### config.mk
export PLATFORM = sky130hd
export DESIGN_NAME = msdap_out_serializer_flat
export DESIGN_NICKNAME = d
export VERILOG_FILES = /design/src/rtl/msdap_out_serializer_pkg.sv /design/src/rtl/msdap_out_serializer_if.sv /design/src/rtl/msdap_piso_2ch.sv /design/src/rtl/msdap_out_serializer.sv /design/src/flat_wrapper.sv
export SDC_FILE = /design/constraint.sdc
export NUM_CORES = 1
export LEC_CHECK = 0
export ABC_AREA = 1
export BUFFER_PORTS_ARGS = -buffer_cell sky130_fd_sc_hd__buf_4
export CELL_PAD_IN_SITES_DETAIL_PLACEMENT = 0
export CELL_PAD_IN_SITES_GLOBAL_PLACEMENT = 1
export CORE_ASPECT_RATIO = 0.75
export CORE_MARGIN = 2
export CORE_UTILIZATION = 30
export CTS_CLUSTER_DIAMETER = 100
export CTS_CLUSTER_SIZE = 30
export DETAILED_ROUTE_END_ITERATION = 8
export PLACE_DENSITY = 0.65
export SETUP_SLACK_MARGIN = 0.02
export SLEW_MARGIN = 10
export SYNTH_ARGS = -nofsm -noshare
export SYNTH_HDL_FRONTEND = slang
export SYNTH_SLANG_ARGS = --single-unit
### constraint.sdc
create_clock -name Sclk -period 2.8 [get_ports Sclk]
set_clock_uncertainty 0.15 [all_clocks]
set_input_delay 0.56 -clock Sclk [delete_from_list [all_inputs] [get_ports Sclk]]
set_output_delay 0.56 -clock Sclk [all_outputs]
set_load 0.05 [all_outputs]
### src/rtl/msdap_out_serializer_pkg.sv
// Shared types and constants for the MSDAP output serializer slice.
package msdap_pkg;

  localparam int MSDAP_WORD_W = 40;
  localparam int MSDAP_CNT_W  = 6;

  typedef logic [MSDAP_WORD_W-1:0] msdap_word_t;

  typedef enum logic {
    ST_IDLE  = 1'b0,
    ST_SHIFT = 1'b1
  } msdap_state_t;

endpackage

### src/rtl/msdap_out_serializer_if.sv
// Parallel result handshake plus serial output bundle of the MSDAP output stage.
interface msdap_out_serializer_if
  import msdap_pkg::*;
#(
  parameter int WORD_W = MSDAP_WORD_W
);
  logic              in_valid;
  logic              in_ready;
  logic [WORD_W-1:0] in_dataL;
  logic [WORD_W-1:0] in_dataR;
  logic              OutputL;
  logic              OutputR;
  logic              OutReady;
  logic              busy;

  modport master (
    output in_valid, in_dataL, in_dataR,
    input  in_ready, OutputL, OutputR, OutReady, busy
  );

  modport slave (
    input  in_valid, in_dataL, in_dataR,
    output in_ready, OutputL, OutputR, OutReady, busy
  );
endinterface

### src/rtl/msdap_piso_2ch.sv
// Two-channel parallel-load, shift-right register with bit counter and last-bit flag.
module msdap_piso_2ch
  import msdap_pkg::*;
#(
  parameter int WORD_W = MSDAP_WORD_W,
  parameter int CNT_W  = MSDAP_CNT_W
) (
  input  logic              Sclk,
  input  logic              Reset,
  input  logic              clr,
  input  logic              load,
  input  logic              shift,
  input  logic [WORD_W-1:0] load_l,
  input  logic [WORD_W-1:0] load_r,
  output logic              bit_l,
  output logic              bit_r,
  output logic              last
);
  logic [1:0][WORD_W-1:0] load_data;
  logic [1:0][WORD_W-1:0] sh_reg;
  logic [CNT_W-1:0]       cnt_reg;

  assign load_data[0] = load_l;
  assign load_data[1] = load_r;

  // The serial bit is the LSB of each shifter, so the outputs are register-driven.
  genvar gi;
  generate
    for (gi = 0; gi < 2; gi++) begin : g_chan
      always_ff @(posedge Sclk) begin
        if (Reset || clr) begin
          sh_reg[gi] <= '0;
        end else if (load) begin
          sh_reg[gi] <= load_data[gi];
        end else if (shift) begin
          sh_reg[gi] <= {1'b0, sh_reg[gi][WORD_W-1:1]};
        end
      end
    end
  endgenerate

  always_ff @(posedge Sclk) begin
    if (Reset || clr) begin
      cnt_reg <= '0;
    end else if (load) begin
      cnt_reg <= '0;
    end else if (shift) begin
      cnt_reg <= cnt_reg + 1'b1;
    end
  end

  assign bit_l = sh_reg[0][0];
  assign bit_r = sh_reg[1][0];
  assign last  = (cnt_reg == CNT_W'(WORD_W - 1));
endmodule

### src/rtl/msdap_out_serializer.sv
// MSDAP output stage: one pending pair plus a two-channel LSB-first shifter.
// Optional upstream overrun counter enabled by MSDAP_OUT_DROP_CNT_EN.
module msdap_out_serializer
  import msdap_pkg::*;
#(
  parameter int WORD_W = MSDAP_WORD_W,
  parameter int CNT_W  = MSDAP_CNT_W
) (
  input  logic                  Sclk,
  input  logic                  Reset,
  input  logic                  Clear,
  msdap_out_serializer_if.slave bus
`ifdef MSDAP_OUT_DROP_CNT_EN
  ,
  output logic [7:0]            drop_cnt
`endif
);
  msdap_state_t      state_reg, state_next;
  logic              pend_vld_reg, pend_vld_next;
  logic [WORD_W-1:0] pend_l_reg, pend_l_next;
  logic [WORD_W-1:0] pend_r_reg, pend_r_next;
  logic [WORD_W-1:0] load_l, load_r;
  logic              flush, in_ready, accept;
  logic              piso_load, piso_shift, piso_clr, piso_last;

  assign flush    = Reset | Clear;
  assign in_ready = ~pend_vld_reg & ~flush;
  assign accept   = bus.in_valid & in_ready;

  always_ff @(posedge Sclk) begin
    if (Reset) begin
      state_reg    <= ST_IDLE;
      pend_vld_reg <= 1'b0;
      pend_l_reg   <= '0;
      pend_r_reg   <= '0;
    end else begin
      state_reg    <= state_next;
      pend_vld_reg <= pend_vld_next;
      pend_l_reg   <= pend_l_next;
      pend_r_reg   <= pend_r_next;
    end
  end

  always_comb begin
    state_next    = state_reg;
    pend_vld_next = pend_vld_reg;
    pend_l_next   = pend_l_reg;
    pend_r_next   = pend_r_reg;
    load_l        = bus.in_dataL;
    load_r        = bus.in_dataR;
    piso_load     = 1'b0;
    piso_shift    = 1'b0;
    piso_clr      = 1'b0;
    if (Clear) begin
      state_next    = ST_IDLE;
      pend_vld_next = 1'b0;
      piso_clr      = 1'b1;
    end else begin
      case (state_reg)
        ST_IDLE: begin
          if (accept) begin
            piso_load  = 1'b1;
            state_next = ST_SHIFT;
          end
        end
        ST_SHIFT: begin
          if (!piso_last) begin
            piso_shift = 1'b1;
            if (accept) begin
              pend_l_next   = bus.in_dataL;
              pend_r_next   = bus.in_dataR;
              pend_vld_next = 1'b1;
            end
          end else if (pend_vld_reg) begin
            // Final-bit edge: hand the pending pair straight to the shifter, no gap.
            load_l        = pend_l_reg;
            load_r        = pend_r_reg;
            piso_load     = 1'b1;
            pend_vld_next = 1'b0;
          end else if (accept) begin
            piso_load = 1'b1;
          end else begin
            piso_clr   = 1'b1;
            state_next = ST_IDLE;
          end
        end
        default: state_next = ST_IDLE;
      endcase
    end
  end

  msdap_piso_2ch #(
    .WORD_W (WORD_W),
    .CNT_W  (CNT_W)
  ) u_piso (
    .Sclk   (Sclk),
    .Reset  (Reset),
    .clr    (piso_clr),
    .load   (piso_load),
    .shift  (piso_shift),
    .load_l (load_l),
    .load_r (load_r),
    .bit_l  (bus.OutputL),
    .bit_r  (bus.OutputR),
    .last   (piso_last)
  );

  assign bus.in_ready = in_ready;
  assign bus.OutReady = (state_reg == ST_SHIFT);
  assign bus.busy     = (state_reg == ST_SHIFT) | pend_vld_reg;

`ifdef MSDAP_OUT_DROP_CNT_EN
  logic [7:0] drop_cnt_reg;

  always_ff @(posedge Sclk) begin
    if (flush) begin
      drop_cnt_reg <= '0;
    end else if (bus.in_valid && !in_ready && drop_cnt_reg != 8'hFF) begin
      drop_cnt_reg <= drop_cnt_reg + 8'd1;
    end
  end

  assign drop_cnt = drop_cnt_reg;
`endif
endmodule

### src/flat_wrapper.sv
// flat-port wrapper written by rule: the top's interface ports become plain ports
module msdap_out_serializer_flat import msdap_pkg::*;
#(
  parameter int WORD_W = MSDAP_WORD_W,
  parameter int CNT_W  = MSDAP_CNT_W
)
  (Sclk, Reset, Clear, bus_in_valid, bus_in_dataL, bus_in_dataR, bus_in_ready, bus_OutputL, bus_OutputR, bus_OutReady, bus_busy);
  msdap_out_serializer_if #(.WORD_W(WORD_W)) bus_i ();
  input  logic Sclk;
  input  logic Reset;
  input  logic Clear;
  input wire logic [$bits(bus_i.in_valid)-1:0] bus_in_valid;
  input wire logic [$bits(bus_i.in_dataL)-1:0] bus_in_dataL;
  input wire logic [$bits(bus_i.in_dataR)-1:0] bus_in_dataR;
  output wire logic [$bits(bus_i.in_ready)-1:0] bus_in_ready;
  output wire logic [$bits(bus_i.OutputL)-1:0] bus_OutputL;
  output wire logic [$bits(bus_i.OutputR)-1:0] bus_OutputR;
  output wire logic [$bits(bus_i.OutReady)-1:0] bus_OutReady;
  output wire logic [$bits(bus_i.busy)-1:0] bus_busy;
  assign bus_i.in_valid = bus_in_valid;
  assign bus_i.in_dataL = bus_in_dataL;
  assign bus_i.in_dataR = bus_in_dataR;
  assign bus_in_ready = bus_i.in_ready;
  assign bus_OutputL = bus_i.OutputL;
  assign bus_OutputR = bus_i.OutputR;
  assign bus_OutReady = bus_i.OutReady;
  assign bus_busy = bus_i.busy;
  msdap_out_serializer #(.WORD_W(WORD_W), .CNT_W(CNT_W)) u_core (.Sclk(Sclk), .Reset(Reset), .Clear(Clear), .bus(bus_i));
endmodule
; Yosys cells after proc, flatten, opt, wreduce, memory -nomap -nowiden
; Index checks and enable logic that the tools add are counted.
[word_totals]
register_bits = 168
input_bits = 84
out_inout_bits = 5
elab_cells = 54
[classes]
add_sub_neg = 1
eq_ne = 1
n_mux = 29
n_bitwise = 9
n_reduce_logical = 7
[ops]
columns = cell, count
row1 = 2-to-1 mux 40 bit, 12
row2 = 2-to-1 mux 1 bit, 15
row3 = adder 6 x 1 -> 6 bit (second input constant), 1
row4 = == test 6 bit (second input constant), 1
row5 = NOT 1 bit, 5
row6 = one-hot mux 1 bit (2 select lines), 2
row7 = AND reduction 4 bit, 1
row8 = nonzero test 2 bit, 2
row9 = OR reduction 2 bit, 2
row10 = bitwise AND 1 bit, 2
row11 = OR 1 bit, 2
row12 = AND reduction 2 bit, 1
row13 = logical OR 1 bit, 1

; Logic depth before layout (Yosys ltp)
; Gate-level depths: netlist of run 1.
[depth]
ltp_word = 11
ltp_mapped = 11
mapped_depth_nobuf = 9

; Modules after synthesis
; From an unflattened synthesis of run 1, not the netlist that was laid out.
[hier_totals]
hier_cells = 1223
hier_area_um2 = 7945.1
[modules_own_cells]
columns = module, n_inst, cells_per_inst, area_per_inst_um2, seq_area_each_um2
row1 = msdap_out_serializer, 1, 711, 4184.0, 1641.6
row2 = msdap_piso_2ch, 1, 512, 3761.1, 1721.7

; Worst setup path before layout of run 1
; OpenSTA, ideal clock, no wires.
[synth_path]
path_kind = input to output
from = in Reset
to = out bus_in_ready
arrival_time_ps = 1409
t_required_ps = 2090
setup_slack_ps = 681
path_stages = 3
n_path_buf = 0
cell_sequence = nor2_4 > inv_1 > nor2_1
[synth_via]
elab_chain_cells = 3
[synth_lines]
columns = item, line
row1 = from (decl), flat_wrapper.sv:10  ; input logic Reset;
row2 = OR 1 bit, msdap_out_serializer.sv:26  ; assign flush = Reset | Clear;
row3 = NOT 1 bit, msdap_out_serializer.sv:27  ; assign in_ready = ~pend_vld_reg & ~flush;
row4 = bitwise AND 1 bit, msdap_out_serializer.sv:27
row5 = to (decl), flat_wrapper.sv:15  ; output wire logic [$bits(bus_i.in_ready)-1:0] bus_in_ready;
; No other way between the ends.

; Worst setup path after layout of run 1
[layout_path]
from = reg u_core.u_piso.cnt_reg[0]
to = reg u_core.u_piso.sh_reg[70] (netlist bit)
[layout_via]
elab_chain_cells = 5
elab_cells_between_ends = 16
classes_between = eq/ne: 1 / mux: 13 / reduce/logical: 2
[layout_lines]
columns = item, line
row1 = from (decl), msdap_piso_2ch.sv:21  ; logic [CNT_W-1:0] cnt_reg;
row2 = from (signal assigned), msdap_piso_2ch.sv:48  ; cnt_reg <= cnt_reg + 1'b1;
row3 = == test 6 bit (*), msdap_piso_2ch.sv:54  ; assign last = (cnt_reg == CNT_W'(WORD_W - 1));
row4 = 2-to-1 mux 1 bit or 2-to-1 mux 40 bit (tied branches), msdap_out_serializer.sv:67  ; if (!piso_last) begin
row5 = one-hot mux 1 bit (2 select lines) (tied with other cells), msdap_out_serializer.sv:59  ; case (state_reg)
row6 = 2-to-1 mux 1 bit or 2-to-1 mux 40 bit (tied branches), msdap_out_serializer.sv:54  ; if (Clear) begin
row7 = 2-to-1 mux 40 bit (tied with other cells), msdap_piso_2ch.sv:33  ; end else if (load) begin
row8 = "to (signal, indexed assignment)", msdap_piso_2ch.sv:34  ; sh_reg[gi] <= load_data[gi];
row9 = "to (signal, indexed assignment)", msdap_piso_2ch.sv:36  ; sh_reg[gi] <= {1'b0, sh_reg[gi][WORD_W-1:1]};
row10 = to (decl), msdap_piso_2ch.sv:20  ; logic [1:0][WORD_W-1:0] sh_reg;
; Every way passes the cells marked *; elsewhere a longest branch is shown, timed or not.
; A chain may end at the register's enable or synchronous reset.

==> results.tsv, run 1 <==
stage	metric	value	unit
route	detailed-route via count	7787	
setup_path	delay-heaviest family, CP	simple AND/OR/NAND/NOR gates	
global_routing	largest net degree at the start of global routing	160	
cells_and_area	utilization after layout	0.358	
route	drt total wl	22600	µm
cells_and_area	antenna cells	0	
yosys	Syn Inst Count	1283	
floorplanning	Die X	198	µm
cts	clock tree sinks	168	
timing	RSZ-0062 raised after global routing	no	
route	wl on met1	11900	µm
cts	post-CTS setup buffers	0	
timing	maximum clock frequency	0.435	GHz
global_routing	vias in the first global route	7384	
global_routing	Overall Global Routing Usage	0.159	
route	WL met2	9760	µm
place	placed insts	1673	
timing	crit share post-route	0.821	
route	1st-pass router iterations	5	
cts	TritonCTS clock tree	yes	
timing	setup_tns	0	ns
place	Final Wtd Congestion	0.708	
power	overall power	5.18	mW
place	Place WS	0.511	ns
power	P_sw	1.20	mW
global_routing	initial antenna violation count	0	
cells_and_area	P&R area growth vs syn	17.9	%
cts	CTS buffer count	17	
floorplanning	die height	150	µm
yosys	Mapped Area	8470	µm²
cts	CTS max path bufs	2	
cts	post_cts resized	0	
timing	Final Hold Violating Endpoints	0	
setup_path	CP endpoint kind	flop	
route	Starting DRT DRC Count	438	
timing	Worst Tran Pin Value	0.702	ns
setup_path	Slowest cell on crit path	buf_4	
setup_path	crit path max fanout	43	
route	average vias per placed instance	4.57	
route	Routed Antenna Nets	0	
power	cell-internal power	3.99	mW
route	routed wl met3	644	µm
min_path	HP Class	input port to flop	
yosys	Seq cells post-synth	168	
floorplanning	Initial Util	0.303	
power	Clock Power Share	0.477	
power	power per cell area	519	nW/µm²
cells_and_area	Nets	1392	
cts	H-tree depth	4	
run_status	status	finished, final reports clean	
yosys	Mapped Nets	1368	
power	switching share of power	0.231	
setup_path	crit path DAT	2.51	ns
cells_and_area	max reg flops	78	
yosys	syn_area_per_cell	6.60	µm²
power	IR drop worst, VDD	0.364	mV
power	sequential share of power	0.465	
setup_path	crit path kind	flop to flop	
global_routing	first-pass GRT wire length	38000	µm
global_routing	grt total ovfl	0	
setup_path	CP Cell Sequence	ha_1, inv_1, nor2_1, nand3_2, nand2_1, nand2_4, inv_2, buf_4, nand3_1, a21oi_1	
floorplanning	total die area	29600	µm²
yosys	register area share after synthesis	0.397	
power	leakage power	4.37	nW
cts	CTS root buf	clkbuf_16	
cells_and_area	Final Instance Count excl. Fillers	1705	
setup_path	Crit path buffers/inverters	3	
yosys	Ys Warns	0	
timing	post-layout min period	2.30	ns
place	Final HPWL DP	13400	µm
route	top sig layer	met4	
setup_path	critical path's largest stage delay	0.42	ns
floorplanning	core footprint	27900	µm²
floorplanning	IO Count	89	
route	drt wl/cell	13.3	µm
cells_and_area	share of cells above drive strength 1	0.114	
cts	Skew-Pair Late Insertion Delay	0.44	ns
place	number of port buffers	88	
route	drc violations	0	
job	max capacitance violation total	0	
cts	clk slew on worst S/H paths	0.07	ns
timing	endpoints failing setup	0	
timing	final worst slack	0.500	ns
cts	Hold-fix buffers, CTS	0	
power	Combinational Power Share	0.058	
timing	relative slew slack	0.532	
timing	final slew viol count	0	
floorplanning	Core Rows	53	
setup_path	CP required	3.01	ns
yosys	Yosys cell types	26	
setup_path	startpoint types	flop	
==> cells by family (layout without fill, tap and decap cells) <==
group / Yosys count / in the layout / synth area share
AOI/OAI and AO/OA: 326 / 326 / 0.193
xor gates and xnor gates: 4 / 4 / 0.00414
adders and majority gates: 1 / 1 / 0.00148
buffers and inverters: 349 / 386 / 0.169
DFF: 168 / 168 / 0.397
and+or+nand+nor: 435 / 435 / 0.235
==> metal layers <==
layer,vias to the layer above,track usage
li1,4158,-
met5,-,0
met3,16,0.0304
met4,0,0.0470
met2,84,0.246
met1,3529,0.225
==> path summary, 6_finish.rpt <==
path | start | to | slack [ns] | depth (start not counted)
setup / recovery | u_core.u_piso.cnt_reg[0]$_SDFFE_PP0P_ | u_core.u_piso.sh_reg[70]$_SDFFE_PP0P_ | 0.50 | 10
setup reg to reg | u_core.u_piso.cnt_reg[0]$_SDFFE_PP0P_ | u_core.u_piso.sh_reg[70]$_SDFFE_PP0P_ | 0.50 | 10
hold reg to reg | u_core.u_piso.cnt_reg[1]$_SDFFE_PP0P_ | u_core.u_piso.cnt_reg[1]$_SDFFE_PP0P_ | 0.34 | 2
hold / removal | bus_in_dataL[28] | u_core.pend_l_reg[28]$_SDFFE_PP0P_ | 0.22 | 3
==> power groups by stage <==
stage | sequential [mW] | clock (mW) | combinational, mW
after floorplan | 2.46 | 0 | 0.155
after global placement | 2.46 | 0 | 0.310
after detailed placement | 2.46 | 0 | 0.309
after CTS | 2.41 | 2.55 | 0.310
after global routing | 2.41 | 2.63 | 0.341
final | 2.41 | 2.47 | 0.302
==> placed cells by master, fill, tap and decap left out <==
cell type and instances:
xnor2_1 3, o21ai_0 154, clkinv_2 2, clkbuf_8 2
inv_2 6, ha_1 1, a21oi_2 1, buf_12 10
nand3_2 1, clkinvlp_4 4, nor2_1 5, nor3_1 1
nor2_4 3, nand3_4 1, or2_2 1, nor2_2 1
buf_4 95, clkinv_4 2, bufinv_16 3, clkbuf_16 17
nand4_1 3, o21ai_1 4, nand2_1 176, o21ai_2 1
nand2_4 1, inv_1 243, xor2_1 1, dfxtp_1 168
nand3_1 242, a21oi_1 166, clkbuf_1 2
==> synth_stat cells <==
library cell  number  share of area
inv_1            244           0.11
nand3_1          242           0.14
nand2_1          176          0.078
dfxtp_1          168           0.40
a21oi_1          166          0.098
o21ai_0          154          0.091
clkbuf_1          53          0.023
buf_2             33          0.019
buf_6              9          0.012
inv_2              5         0.0022
nor2_1             5         0.0022
buf_4              4         0.0035
o21ai_1            4         0.0024
nand4_1            3         0.0022
nor2_4             3         0.0040
xnor2_1            3         0.0031
nand3_2            2         0.0024
a21oi_2            1         0.0010
clkbuf_2           1        0.00059
ha_1               1         0.0015
nand2_2            1        0.00074
nor2_2             1        0.00074
nor3_1             1        0.00059
o21ai_2            1         0.0010
or2_2              1        0.00074
xor2_1             1         0.0010
==> layout make-up <==
class | instances | area (µm²)
Clock buffer | 21 | 460
Clock inverter | 11 | 148
Fill cell | 3032 | 17900
Inverter | 249 | 935
Multi-Input combinational cell | 766 | 3690
Sequential cell | 168 | 3360
Tap cell | 385 | 482
Timing Repair Buffer | 105 | 913
==> worst min-delay path: cells and delay by family <==
kind,cells,cell delay (ns)
compound gates,1,0.10
buf+inv,2,0.11
==> stage by stage <==
step	hold WS [ns]	area, µm²
3_5_place_dp	0.327	9380
3_3_place_gp	0.321	9380
6_report	0.222	9990
5_1_grt	0.230	9990
2_1_floorplan	0.307	8470
4_1_cts	0.203	9990
No activity file was read; power rests on OpenSTA's default activity.
==> run 2, diff against run 1 <==
Settings changed: ABC_AREA 1 to 0, PLACE_DENSITY 0.65 to 0.66.
Clock period 2.8 ns to 2 ns, I/O delays scaled along.
==> results.tsv, run 2 <==
stage	metric	value	unit
cells_and_area	Multi-input gate area	3940	µm²
cts	Skew-Pair Late Insertion Delay	0.44	ns
cts	TritonCTS clock tree	yes	
min_path	HP Class	input port to flop	
yosys	most frequent cell after synthesis	nand2_1	
route	1st-pass router iterations	5	
floorplanning	Core Rows	51	
floorplanning	total die area	27400	µm²
min_path	min-delay src	bus_in_dataL[21]	
setup_path	CP required	2.22	ns
yosys	register area share after synthesis	0.430	
yosys	Mapped Area	7820	µm²
cells_and_area	P&R area growth vs syn	29.8	%
power	leakage power	3.12	nW
route	Starting DRT DRC Count	647	
cells_and_area	most common cell after layout, fill and taps aside	nand2_1	
cells_and_area	Fillers	2743	
route	average vias per placed instance	5.31	
setup_path	crit path DAT	2.17	ns
setup_path	crit path launch	u_core.u_piso.cnt_reg[1]$_SDFFE_PP0P_	
route	drt total wl	27500	µm
setup_path	Slowest cell on crit path	dfxtp_2	
setup_path	crit path kind	flop to flop	
timing	Final Hold Violating Endpoints	0	
timing	maximum clock frequency	0.513	GHz
run_status	status	finished, final reports clean	
setup_path	CP endpoint kind	flop	
yosys	Seq cells post-synth	168	
yosys	Syn Inst Count	1040	
place	Final HPWL DP	14900	µm
timing	crit share post-route	0.974	
cells_and_area	commonest cells after routing, fill and taps aside	nand2_1 (237), dfxtp_1 (164), a21oi_1 (150)	
timing	endpoints failing setup	0	
timing	RSZ-0062 raised after global routing	yes	
cts	CTS buffer count	17	
cts	CTS max path bufs	2	
cts	clk slew on worst S/H paths	0.07	ns
cells_and_area	share of cells above drive strength 1	0.211	
yosys	Synth Flop Type	dfxtp_1	
power	cell-internal power	5.60	mW
setup_path	Worst path depth	8	
global_routing	vias in the first global route	7251	
cells_and_area	Final Instance Count excl. Fillers	1458	
yosys	Ys Warns	0	
power	P_sw	1.87	mW
floorplanning	core footprint	25800	µm²
setup_path	startpoint types	flop	
route	drt wl/cell	18.9	µm
place	placed insts	1413	
yosys	Mapped Nets	1125	
setup_path	Worst Reg2Reg Path Length in Cells	8	
timing	relative slew slack	0.481	
route	detailed-route via count	7745	
global_routing	first-pass GRT wire length	41600	µm
yosys	ranking of synthesized cells by area	dfxtp_1 (43%), nand2_1 (11%), a21oi_1 (10%)	
global_routing	Overall Global Routing Usage	0.194	
global_routing	initial antenna violation count	0	
cells_and_area	max reg flops	78	
yosys	Synth area leader	dfxtp_1	
floorplanning	Die X	190	µm
setup_path	critical path's largest stage delay	0.35	ns
yosys	syn_area_per_cell	7.52	µm²
setup_path	Crit path buffers/inverters	2	
setup_path	crit path max fanout	10	
timing	final slew viol count	0	
route	drc violations	0	
power	IR drop worst, VDD	0.656	mV
power	power per cell area	735	nW/µm²
power	overall power	7.47	mW
setup_path	CP Cell Sequence	ha_4, nand4b_4, buf_6, o21ai_4, a21o_4, clkbuf_16, nand2_1, a21oi_1	
global_routing	grt total ovfl	0	
power	sequential share of power	0.457	
timing	post-layout min period	1.95	ns
cts	Hold-fix buffers, CTS	0	
setup_path	Critical Path Sink	u_core.u_piso.sh_reg[7]$_SDFFE_PP0P_	
yosys	top post-synthesis cells by count	nand2_1 (238), dfxtp_1 (168), a21oi_1 (161), inv_1 (78)	
global_routing	largest net degree at the start of global routing	81	
setup_path	FF-to-FF Start	u_core.u_piso.cnt_reg[1]$_SDFFE_PP0P_	
cts	H-tree depth	4	
place	number of port buffers	88	
cts	clock tree sinks	168	
setup_path	reg2reg end	u_core.u_piso.sh_reg[7]$_SDFFE_PP0P_	
route	Routed Antenna Nets	0	
floorplanning	Initial Util	0.303	
setup_path	delay-heaviest family, CP	compound AO/OA/AOI/OAI gates	
timing	Worst Tran Pin Value	0.779	ns
cells_and_area	antenna cells	0	
cts	CTS root buf	clkbuf_16	
yosys	Post-synth EDFFs	0	
floorplanning	die height	144	µm
setup_path	Worst R2R Setup Slack	0.05	ns
job	max capacitance violation total	0	
place	Final Wtd Congestion	0.729	
power	Combinational Power Share	0.086	
cells_and_area	Sequential Area	3370	µm²
yosys	Synth top area share	0.430	
power	Clock Power Share	0.457	
yosys	Synth async-reset ratio	0	
floorplanning	IO Count	89	
cells_and_area	Nets	1186	
yosys	Yosys cell types	43	
power	switching share of power	0.250	
[run 2: changes by cell type after synthesis, moves of 30 or more]
cell	change
a31oi_1	+77
inv_1	-166
nand2_1	+62
nand3_1	-237
nor4_1	+77
o21ai_0	-153
o311ai_0	+47
o311ai_1	+30
[run 2: worst reg2reg max path: stages, from the launching register on]
cell	delay (ns)
dfxtp_2	0.35
ha_4	0.16
nand4b_4	0.13
buf_6	0.16
o21ai_4	0.20
a21o_4	0.32
clkbuf_16	0.24
nand2_1	0.06
a21oi_1	0.12
[run 2: cell families (layout without fill, tap and decap cells)]
kind of cell / after synthesis / in the layout / synth area share
buffers and inverters: 192 / 265 / 0.0992
AOI/OAI and AO/OA: 330 / 331 / 0.266
xor gates and xnor gates: 5 / 5 / 0.00560
and+or+nand+nor: 344 / 344 / 0.197
adders and majority gates: 1 / 1 / 0.00160
DFF: 168 / 168 / 0.430
[run 2: metrics by stage]
stage	cell area, µm²	hold WS (ns)	TNS (ns)	setup WS, ns	util
finish	10200	0.0609	0	0.0520	0.394
global placement	9100	0.292	-6.02	-0.142	0.353
detailed placement	9100	0.295	-8.24	-0.146	0.353
floorplan	7860	0.286	-0.188	-0.0392	-
CTS	9770	0.0447	0	0.0111	0.379
global route	10200	0.0458	-0.0410	-0.0147	0.394
[run 2: area by class of cell]
type / count / area share
inverter: 78 / 0.0288
clock buffer: 20 / 0.0450
multi-input combinational: 681 / 0.388
clock inverter: 12 / 0.0140
tap: 344 / 0.0424
sequential: 168 / 0.332
timing repair buffer: 155 / 0.150
[run 2: layer usage]
| metal | wire length [µm] | GRT usage | vias up |
|---|---|---|---|
| met5 | 0 | 0 | - |
| met4 | 200 | 0.0449 | 0 |
| met3 | 1380 | 0.0332 | 15 |
| met2 | 12600 | 0.309 | 213 |
| met1 | 13400 | 0.272 | 3659 |
| li1 | - | - | 3858 |
[run 2: repair_timing]
item                                    4_1_cts  5_1_grt
gates resized for setup                      14       53
gates cloned                                  1        9
buffers inserted                              1        2
endpoints found under the hold margin         0        0
pin swaps                                     3       30
endpoints found under the setup margin       85      113
[run 2: power groups by stage]
stage	clock network (mW)	registers, mW	logic [mW]
finish	3.41	3.41	0.641
global route	3.65	3.42	0.687
global placement	0	3.49	0.563
floorplan	0	3.49	0.251
detailed placement	0	3.49	0.563
CTS	3.49	3.41	0.578
[run 2: worst min-delay path by stage]
stage / endpoint / slack, ns / cells after the start
3_3_place_gp: u_core.pend_l_reg[29]$_SDFFE_PP0P_ / 0.29 / 2
5_1_grt: u_core.pend_r_reg[23]$_SDFFE_PP0P_ / 0.05 / 3
3_5_place_dp: u_core.u_piso.sh_reg[7]$_SDFFE_PP0P_ / 0.30 / 2
2_1_floorplan: u_core.u_piso.sh_reg[70]$_SDFFE_PP0P_ / 0.29 / 2
6_report: u_core.pend_l_reg[21]$_SDFFE_PP0P_ / 0.06 / 3
4_1_cts: u_core.pend_l_reg[22]$_SDFFE_PP0P_ / 0.04 / 3
